### src/rtl/conv_out_writeback.sv
// conv_out_writeback: takes one PE output vector per output pixel from the
// systolic array, optionally applies ReLU, and writes the first valid_cols
// words into the feature-map BRAM one word per cycle in channel-major layout
// (address = base + (och + col) * plane_size + pix). Pulses finish once the
// whole pass has been written.
module conv_out_writeback #(
  parameter int width      = 16,
  parameter int decimal    = 12,
  parameter int cols       = 4,
  parameter int memaddrbit = 20
) (
  input  logic                    clk,
  input  logic                    rst,
  input  logic                    start,
  input  logic                    relu,
  input  logic [memaddrbit-1:0]   base_addr,
  input  logic [memaddrbit-1:0]   och,
  input  logic [memaddrbit-1:0]   plane_size,
  input  logic [memaddrbit-1:0]   num_pixels,
  input  logic [2:0]              valid_cols,
  input  logic [cols*width-1:0]   outs_array,
  input  logic                    vec_valid,
  output logic                    vec_ready,
  output logic                    wea_w,
  output logic [memaddrbit-1:0]   memaddr,
  output logic [width-1:0]        mem_in,
  output logic                    busy,
  output logic                    finish
);

  // The sign bit sits at width-1, so the fixed-point split must leave room for it.
  if (decimal >= width) begin : g_bad_decimal
    $error("conv_out_writeback: decimal must be smaller than width");
  end

  localparam int cw = $clog2(cols + 1);

  typedef enum logic [1:0] {IDLE, WAIT, WRITE, DONE} state_t;

  state_t                  state;
  state_t                  next_state;
  logic                    relu_r;
  logic [memaddrbit-1:0]   ch0_base;
  logic [memaddrbit-1:0]   plane_r;
  logic [memaddrbit-1:0]   np_r;
  logic [memaddrbit-1:0]   pix;
  logic [cw-1:0]           vc_r;
  logic [cw-1:0]           col;
  logic [cols*width-1:0]   vec_sh;
  logic                    last_col;
  logic                    last_pix;

  // ReLU is a pure sign test: negative words become zero.
  function automatic logic [width-1:0] relu_word(input logic en, input logic [width-1:0] w);
    return (en && w[width-1]) ? '0 : w;
  endfunction

  assign last_col = (col == vc_r - cw'(1));
  assign last_pix = (pix == np_r - memaddrbit'(1));

  // State register.
  always_ff @(posedge clk) begin
    if (!rst) state <= IDLE;
    else      state <= next_state;
  end

  // Next-state logic: a vector is taken in WAIT, drained in WRITE, and the
  // pass ends through DONE so finish is a single-cycle pulse.
  always_comb begin
    next_state = state;
    case (state)
      IDLE:    if (start) next_state = (num_pixels == '0) ? DONE : WAIT;
      WAIT:    if (vec_valid) next_state = WRITE;
      WRITE:   if (last_col) next_state = last_pix ? DONE : WAIT;
      DONE:    next_state = IDLE;
      default: next_state = IDLE;
    endcase
  end

  // Control outputs decode straight from the state register.
  always_comb begin
    vec_ready = (state == WAIT);
    wea_w     = (state == WRITE);
    busy      = (state != IDLE);
    finish    = (state == DONE);
  end

  // Datapath: memaddr/mem_in are loaded one edge ahead of the WRITE cycle that
  // presents them. memaddr doubles as the running address, stepping by one
  // channel plane per column; the captured vector is shifted so the next
  // column always sits in the low word.
  always_ff @(posedge clk) begin
    if (!rst) begin
      relu_r   <= 1'b0;
      ch0_base <= '0;
      plane_r  <= '0;
      np_r     <= '0;
      vc_r     <= '0;
      pix      <= '0;
      col      <= '0;
      vec_sh   <= '0;
      memaddr  <= '0;
      mem_in   <= '0;
    end else begin
      case (state)
        IDLE: begin
          if (start) begin
            relu_r   <= relu;
            ch0_base <= base_addr + och * plane_size;
            plane_r  <= plane_size;
            np_r     <= num_pixels;
            vc_r     <= (valid_cols == 3'd0 || int'(valid_cols) > cols) ? cw'(cols) : cw'(valid_cols);
            pix      <= '0;
            col      <= '0;
          end
        end
        WAIT: begin
          if (vec_valid) begin
            vec_sh  <= outs_array >> width;
            mem_in  <= relu_word(relu_r, outs_array[width-1:0]);
            memaddr <= ch0_base + pix;
            col     <= '0;
          end
        end
        WRITE: begin
          if (last_col) begin
            if (!last_pix) pix <= pix + memaddrbit'(1);
          end else begin
            col     <= col + cw'(1);
            memaddr <= memaddr + plane_r;
            mem_in  <= relu_word(relu_r, vec_sh[width-1:0]);
            vec_sh  <= vec_sh >> width;
          end
        end
        default: ;
      endcase
    end
  end

endmodule

### config.mk
export PLATFORM = sky130hd
export DESIGN_NAME = conv_out_writeback
export DESIGN_NICKNAME = d
export VERILOG_FILES = /design/src/rtl/conv_out_writeback.sv
export SDC_FILE = /design/constraint.sdc
export NUM_CORES = 1
export LEC_CHECK = 0
export ABC_AREA = 1
export BUFFER_PORTS_ARGS = -buffer_cell sky130_fd_sc_hd__buf_2
export CORE_MARGIN = 3
export CORE_UTILIZATION = 66
export DETAILED_ROUTE_END_ITERATION = 10
export HOLD_SLACK_MARGIN = 0.12
export PLACE_DENSITY = 0.88
export SYNTH_ARGS = -nofsm -noshare
export SYNTH_HDL_FRONTEND = slang
export SYNTH_SLANG_ARGS = --single-unit
### constraint.sdc
create_clock -name clk -period 10.7 [get_ports clk]
set_clock_uncertainty 0.15 [all_clocks]
set_input_delay 2.14 -clock clk [delete_from_list [all_inputs] [get_ports clk]]
set_output_delay 2.14 -clock clk [all_outputs]
set_load 0.1 [all_outputs]
# --- Yosys cells after proc, flatten, opt, wreduce, memory -nomap -nowiden ---
# Index checks and enable logic that the tools add are counted.
classes:
  magnitude_cmp: 1
  n_reduce_logical: 15
  muxes: 26
  add_sub_neg: 7
  mul: 1
  n_eq_ne: 10
ops:
  columns: ["operator", "n"]
  rows:
  - ["two-way mux 64 bit", 2]
  - ["case mux 64 bit (2 select lines)", 1]
  - ["two-way mux 20 bit", 5]
  - ["case mux 20 bit (2 select lines)", 2]
  - ["two-way mux 16 bit", 4]
  - ["adder 20 bit", 3]
  - ["case mux 16 bit (2 select lines)", 1]
  - ["adder 20 x 1 -> 20 bit (second input constant)", 1]
  - ["== test 20 bit", 1]
  - ["logical NOT 20 bit", 1]
  - ["multiplier 20 x 20 -> 20 bit", 1]
  - ["subtractor 20 x 1 -> 20 bit (second input constant)", 1]
  - ["two-way mux 3 bit", 4]
  - ["two-way mux 2 bit", 5]
  - ["case mux 3 bit (3 select lines)", 1]
  - ["inequality test 2 bit (second input constant)", 4]
  - ["case mux 2 bit (4 select lines)", 1]
  - ["AND reduction 4 bit", 2]
  - ["AND reduction 3 bit", 2]
  - ["nonzero test 2 bit", 3]
  - ["== test 2 bit (second input constant)", 2]
  - ["adder 3 x 1 -> 3 bit (second input constant)", 1]
  - ["== test 3 bit", 1]
  - ["> comparator 3 bit (second input constant)", 1]
  - ["other kinds (9)", 10]
totals:
  output_inout_bits: 40
  wordCells: 71
  input_bits: 152
  ff_bits: 189

# --- Depth between registers and ports, before layout ---
# Gate-level depths: netlist of run 1.
depth:
  ltp_word: 5
  ltp_mapped: 31
  ltp_nobuf: 29

# --- Worst setup path before layout of run 1 ---
# No wires, ideal clock.
synth_timing:
  path_type: "input-to-reg"
  from: "input plane_size[3]"
  to: "register ch0_base[19]"
  slack_ps: 2836
  cell_stages: 25
  n_path_buf: 2
  required_time_ps: 10441
  t_arrival_ps: 7605
  setup_ps: 109
  cell_sequence: "clkbuf_1 -> clkbuf_1 -> nand2_1 -> fa_1 -> inv_1 -> fa_1 -> inv_1 -> fa_1 -> inv_1 -> fa_1 -> fa_1 -> inv_1 -> fa_1 -> fa_1 -> inv_1 -> ha_1 -> inv_1 -> nor3_1 -> nand2_1 -> o311ai_0 -> inv_1 -> nand3_1 -> nand3_1 -> nand2_1 -> inv_1"
synth_between:
  elab_chain_cells: 2
synth_rtl:
  columns: ["element", "line", "text"]
  rows:
  - ["start, declared", "18", "input logic [memaddrbit-1:0] plane_size,"]
  - ["multiplier 20 x 20 -> 20 bit", "109", "ch0_base <= base_addr + och * plane_size;"]
  - ["adder 20 bit", "109", null]
  - ["end signal, assigned", "109", null]
  - ["end, declared", "43", "logic [memaddrbit-1:0] ch0_base;"]
# Every way passes these cells.
# A chain may end at the register's enable or synchronous reset.

# --- Worst setup path in the final report of run 1 ---
layout_timing:
  from: "input plane_size[5]"
  to: "register ch0_base[19]"
# The elaborated chain is that of the path after synthesis.

==> results of run 1 <==
==> layout by cell type (no fill, tap or decap), types with 7 or more instances in the layout <==
| cell type | instances |
|---|---|
| clkinv_8 | 7 |
| nor4_1 | 14 |
| buf_4 | 7 |
| nand2_1 | 590 |
| a31oi_1 | 39 |
| a211oi_1 | 11 |
| xor2_1 | 51 |
| clkbuf_16 | 17 |
| nor2_1 | 201 |
| inv_1 | 420 |
| nand3b_1 | 9 |
| inv_2 | 7 |
| nor3_1 | 18 |
| nand3_1 | 113 |
| dfxtp_1 | 173 |
| a32oi_1 | 15 |
| o21ai_0 | 160 |
| nand4_1 | 14 |
| o211ai_1 | 11 |
| ha_1 | 113 |
| buf_2 | 191 |
| fa_1 | 157 |
| xnor2_1 | 20 |
| a21oi_1 | 148 |
==> stage by stage <==
stage          power (mW)  utilization (%)  hold slack, ns  std cells
2_1_floorplan        4.49                -           0.290       2445
3_5_place_dp         5.54             71.4           0.302       2861
3_3_place_gp         5.40             71.4           0.299       2861
6_report             6.25             73.9           0.315       2894
5_1_grt              6.86             73.9           0.340       2894
4_1_cts              6.20             73.9           0.315       2893
==> power breakdown <==
group	switching (mW)	internal, mW	total (mW)
sequential	0.145	0.834	0.978
combinational	3.05	1.57	4.62
clock	0.329	0.324	0.653
total	3.52	2.72	6.25
==> Yosys cell counts, types with 2 or more instances <==
library cell,count,area (sq um)
o211ai_1,11,82.6
nand3_2,3,30.0
a32oi_1,15,131
o31ai_1,4,30.0
clkbuf_1,87,327
nand3b_1,9,67.6
o21bai_1,2,15.0
a211oi_1,11,82.6
or2_2,6,37.5
buf_4,2,15.0
buf_2,17,85.1
a21oi_1,148,741
ha_1,113,1410
xnor3_1,3,67.6
a31oi_1,39,244
o21ai_1,3,15.0
inv_1,421,1580
nand2_1,592,2220
xor2_1,51,447
nor2_2,7,43.8
xnor2_1,20,175
fa_1,157,3140
buf_1,5,18.8
nand3_1,113,566
nor3_1,18,90.1
dfxtp_1,173,3460
inv_2,5,18.8
o21a_1,4,30.0
o21ai_0,160,801
a21o_1,5,37.5
nor4_1,14,87.6
nor2_1,201,754
nand4_1,14,87.6
o221ai_1,2,17.5
==> registers in the layout, indices dropped and copies added (netlist names) <==
signal,flops
plane_r,20
col,3
vec_sh,48
relu_r,1
mem_in,16
state,2
np_r,20
ch0_base,20
vc_r,3
memaddr,20
pix,20
==> worst max-delay path, stage by stage <==
cell,delay (ns)
buf_2,0.24
nand2_1,0.10
inv_1,0.06
fa_1,0.52
inv_1,0.05
fa_1,0.49
fa_1,0.52
inv_1,0.06
fa_1,0.53
inv_1,0.05
fa_1,0.52
fa_1,0.46
fa_1,0.51
inv_1,0.05
ha_1,0.34
inv_1,0.07
nor3_1,0.31
nand2_1,0.09
o311ai_0,0.42
inv_1,0.07
nand3_1,0.09
nand3_1,0.08
nand2_1,0.10
inv_1,0.04
==> cell families (layout without fill, tap and decap cells) <==
| group | Yosys count | count (layout) |
|---|---|---|
| fa+ha+maj | 270 | 270 |
| xor+xnor | 74 | 74 |
| compound gates | 409 | 409 |
| simple gates | 980 | 980 |
| other cells | 0 | 1 |
| buf+inv | 539 | 657 |
| flops | 173 | 173 |
==> per-layer routing <==
metal	track usage (%)	vias up	wire length [microns]	share of wire, %
li1	-	7908	-	-
met1	42.2	7726	19300	40
met2	58.8	760	23100	48
met3	4.46	147	3260	6.8
met4	17.0	0	2270	4.7
met5	0	-	0	0
==> cell type report <==
type / instances / area share (%)
Multi-Input combinational cell: 1733 / 61.8
Sequential cell: 173 / 18.6
Inverter: 427 / 8.59
Timing Repair Buffer: 198 / 5.40
Clock buffer: 17 / 2.28
Tap cell: 330 / 2.21
Clock inverter: 15 / 1.13
Antenna cell: 1 / 0.0134
==> path summary, 6_finish.rpt <==
check	start	end	slack, ns
worst max-delay path	plane_size[5]	ch0_base[19]	2.98
worst max register to register	state[1]	pix[2]	7.00
worst min-delay path	vec_sh[47]	vec_sh[47]	0.31
worst min register to register	vec_sh[47]	vec_sh[47]	0.31
==> flow_summary.json, run 1 <==
{
  "tns_ns": 0,
  "syn_area_per_cell_sq_um": 6.97,
  "hold_buffers": 0,
  "placementRows": 58,
  "vdd.ir_drop.worst_uv": 269,
  "grt_overflow": 0,
  "drtAntennaViolNets": 0,
  "multi_input_area_sq_um": 11500,
  "worst_slack_ns": 2.98,
  "synth_cell_types": 44,
  "drt_iter0_markers": 1456,
  "cts_resized": 0,
  "setup_viol_count_final": 0,
  "ys_seq_area_share_pct": 20.3,
  "ff_latch_area_sq_um": 3460,
  "core-area_sq_um": 25300,
  "synth_nets": 2867,
  "die-area_sq_um": 27800,
  "postPlaceCellArea_sq_um": 18000,
  "synth_compound_area_share_pct": 13.3,
  "stdcell_area_sq_um": 18700,
  "worstHoldPathType": "reg -> reg",
  "hold_viol_final": 0,
  "nets": 2972,
  "muxShareOfSynthArea_pct": 0,
  "cts_tree": "built",
  "grt.total_usage_pct": 34.1,
  "drive_gt1_share_pct": 10.1,
  "holdPathStages": 2,
  "synthCells": 2445,
  "slew_viol_final": 0,
  "chipWidth_microns": 167,
  "post-route-period-util_pct": 72.2,
  "ys_warn_count": 0,
  "fmax_mhz": 129,
  "synth_edf_count": 0,
  "cp.arrival_ns": 7.92,
  "drc": 0,
  "gp_congestion": 0.962,
  "chipHeight_microns": 167,
  "syn_to_final_growth_pct": 9.53,
  "cp_max_fo": 17,
  "worstSetupPathType": "in -> reg",
  "netlist_area_sq_um": 17000,
  "post_cts_buffers": 0,
  "status": "finished, final reports clean",
  "ys_ff_latch": 173,
  "cts_made_buffers": 17,
  "drv_cap": 0,
  "clockBufferDepth": 2,
  "critical_path_required_ns": 10.90,
  "rr_worst_depth": 15,
  "synth_top_family_by_area": "adder cells",
  "insertion_delay_ns": 0.45,
  "cts_sinks": 173,
  "dp.final_hpwl_microns": 37200,
  "dp_slack_ns": 2.56,
  "htree_levels": 4,
  "antenna_found_initial": 1,
  "slew_headroom_pct": 23.0,
  "worstMarginPinSlew_ns": 1.16,
  "synth-xor-area-share_pct": 4.05,
  "critPathLaunchType": "primary input",
  "fill_cells": 2048,
  "period_needed_ns": 7.72,
  "path_clk_slew_ns": 0.07,
  "io_buffer_count": 191,
  "vias": 16500,
  "wire_per_inst_microns": 16.6,
  "synthAdderAreaFrac_pct": 26.7,
  "rsz0062_at_grt": "false",
  "grt_max_degree": 130,
  "drt-pass1-iter-count": 6,
  "first_global_vias": 16100,
  "crit_path_end_kind": "flip-flop",
  "postRouteWirelength_microns": 48000,
  "power_density_nw_per_um2": 335,
  "pin_count": 192,
  "grt_pass1_wl_microns": 78300,
  "start_util_pct": 67.5,
  "cts-root-buf": "clkbuf_16",
  "viasPerCell": 5.72,
  "synth-async-reset-ratio_pct": 0,
  "synth-simple-area-share_pct": 23.6,
  "power.leakage_nw": 10.1,
  "ys.flop_type": "dfxtp_1"
}
Note: power is estimated with default switching activity, not from simulation.
==> run 2, diff against run 1 <==
--- a/config.mk
+++ b/config.mk
@@ -8,10 +8,10 @@
 export ABC_AREA = 1
 export BUFFER_PORTS_ARGS = -buffer_cell sky130_fd_sc_hd__buf_2
 export CORE_MARGIN = 3
-export CORE_UTILIZATION = 66
+export CORE_UTILIZATION = 61
 export DETAILED_ROUTE_END_ITERATION = 10
 export HOLD_SLACK_MARGIN = 0.12
-export PLACE_DENSITY = 0.88
+export PLACE_DENSITY = 0.83
 export SYNTH_ARGS = -nofsm -noshare
 export SYNTH_HDL_FRONTEND = slang
 export SYNTH_SLANG_ARGS = --single-unit
==> constraint.sdc (replaced) <==
create_clock -name clk -period 7.4 [get_ports clk]
set_clock_uncertainty 0.15 [all_clocks]
set_input_delay 1.48 -clock clk [delete_from_list [all_inputs] [get_ports clk]]
set_output_delay 1.48 -clock clk [all_outputs]
set_load 0.1 [all_outputs]
==> flow_summary.json, run 2 (synthesized netlist as in run 1, its figures left out) <==
{
  "power.leakage_nw": 10.1,
  "drive_gt1_share_pct": 10.7,
  "status": "finished, final reports clean",
  "worstHoldPathType": "reg -> reg",
  "gp_congestion": 0.959,
  "rsz0062_at_grt": "false",
  "syn_to_final_growth_pct": 10.6,
  "die-area_sq_um": 30000,
  "core-area_sq_um": 27200,
  "chipHeight_microns": 173,
  "antenna_found_initial": 1,
  "hold_buffers": 0,
  "cts_tree": "built",
  "post_cts_buffers": 0,
  "cts_made_buffers": 17,
  "nets": 2989,
  "start_util_pct": 62.7,
  "power_density_nw_per_um2": 486,
  "grt_util_met1_pct": 41.3,
  "drt-pass1-iter-count": 5,
  "grt_overflow": 0,
  "cts_resized": 0,
  "largest_register_ffs": 48,
  "fmax_mhz": 143,
  "htree_levels": 4,
  "post-route-period-util_pct": 94.3,
  "slew_headroom_pct": 23.5,
  "cts-root-buf": "clkbuf_16",
  "worst_slack_ns": 0.423,
  "viasPerCell": 5.54,
  "drtAntennaViolNets": 0,
  "worstSetupPathType": "in -> reg",
  "grt_use_met3_pct": 4.13,
  "grt.met2_usage_pct": 58.9,
  "fill_cells": 2378,
  "drt_iter0_markers": 1458,
  "cp.arrival_ns": 7.16,
  "drc": 0,
  "vdd.ir_drop.worst_uv": 454,
  "pin_count": 192,
  "placementRows": 60,
  "critPathLaunchType": "primary input",
  "period_needed_ns": 6.98,
  "setup_viol_count_final": 0,
  "grt_pass1_wl_microns": 80600,
  "cp_max_fo": 17,
  "diodes": 0,
  "tns_ns": 0,
  "reg2reg_slack_ns": 3.59,
  "grt_max_degree": 131,
  "chipWidth_microns": 173,
  "io_buffer_count": 191,
  "dp_slack_ns": 0.00872,
  "grt-busiest-layer": "met2",
  "top_register": "vec_sh",
  "layout_commonest_cell": "nand2_1",
  "clockBufferDepth": 2,
  "critical_path_required_ns": 7.59,
  "slew_viol_final": 0,
  "drv_cap": 0,
  "first_global_vias": 15900,
  "cts_sinks": 173,
  "vias": 16300,
  "hold_viol_final": 0,
  "grt.total_usage_pct": 32.7,
  "mostFrequentLayoutCells": "nand2_1 (590), inv_1 (420), nor2_1 (201), buf_2 (190), dfxtp_1 (173)",
  "crit_path_end_kind": "flip-flop",
  "path_clk_slew_ns": 0.08,
  "insertion_delay_ns": 0.44,
  "wire_per_inst_microns": 16.7,
  "worstMarginPinSlew_ns": 1.15,
  "dp.final_hpwl_microns": 38400,
  "postRouteWirelength_microns": 49300
}
[run 2: critical path, stage by stage]
cell,delay (ns)
buf_2,0.30
nand2_1,0.09
inv_1,0.08
fa_1,0.43
fa_1,0.51
inv_1,0.05
fa_1,0.47
inv_1,0.07
fa_1,0.50
inv_1,0.06
fa_1,0.54
inv_1,0.05
fa_1,0.49
fa_1,0.42
ha_1,0.38
nand2_1,0.15
nor2_1,0.22
nand2_1,0.08
o311ai_0,0.43
inv_1,0.08
nand3_1,0.09
nand3_1,0.07
nand2_1,0.08
inv_1,0.03
[run 2: layout make-up]
type	instances	area [sq um]	area share, %
Multi-Input combinational cell	1733	11500	61.2
Sequential cell	173	3460	18.4
Inverter	427	1600	8.50
Timing Repair Buffer	215	1150	6.11
Tap cell	372	465	2.47
Clock buffer	17	425	2.26
Clock inverter	15	204	1.08
[run 2: worst paths after layout]
kind / start / to / cells after the start
setup / recovery: plane_size[4] / ch0_base[19] / 24
hold / removal: vec_sh[35] / vec_sh[35] / 2
setup reg to reg: state[0] / memaddr[1] / 10
hold reg to reg: vec_sh[35] / vec_sh[35] / 2
[run 2: report_power, final]
group	internal, mW	total [mW]	leakage [nW]	switching (mW)
registers	1.21	1.42	1.42	0.212
logic	2.35	6.82	8.42	4.46
clock network	0.468	0.933	0.302	0.465
[run 2: stage by stage]
step                instance area (sq um)  hold WS [ns]  total power, mW  utilization (%)  cells
global placement                    18200         0.299             7.94             67.1   2920
floorplan                           17000         0.290             6.49                -   2445
detailed placement                  18200         0.305             8.14             67.1   2920
global route                        18900         0.327             10.0             69.4   2952
CTS                                 18900         0.316             9.11             69.4   2952
finish                              18900         0.317             9.17             69.4   2952
[run 2: metal layers]
layer,share of wire [%],up-vias,routed length (microns)
li1,-,7944,-
met5,0.034,-,17
met2,50,610,24600
met4,2.8,2,1370
met3,5.5,100,2740
met1,42,7685,20600
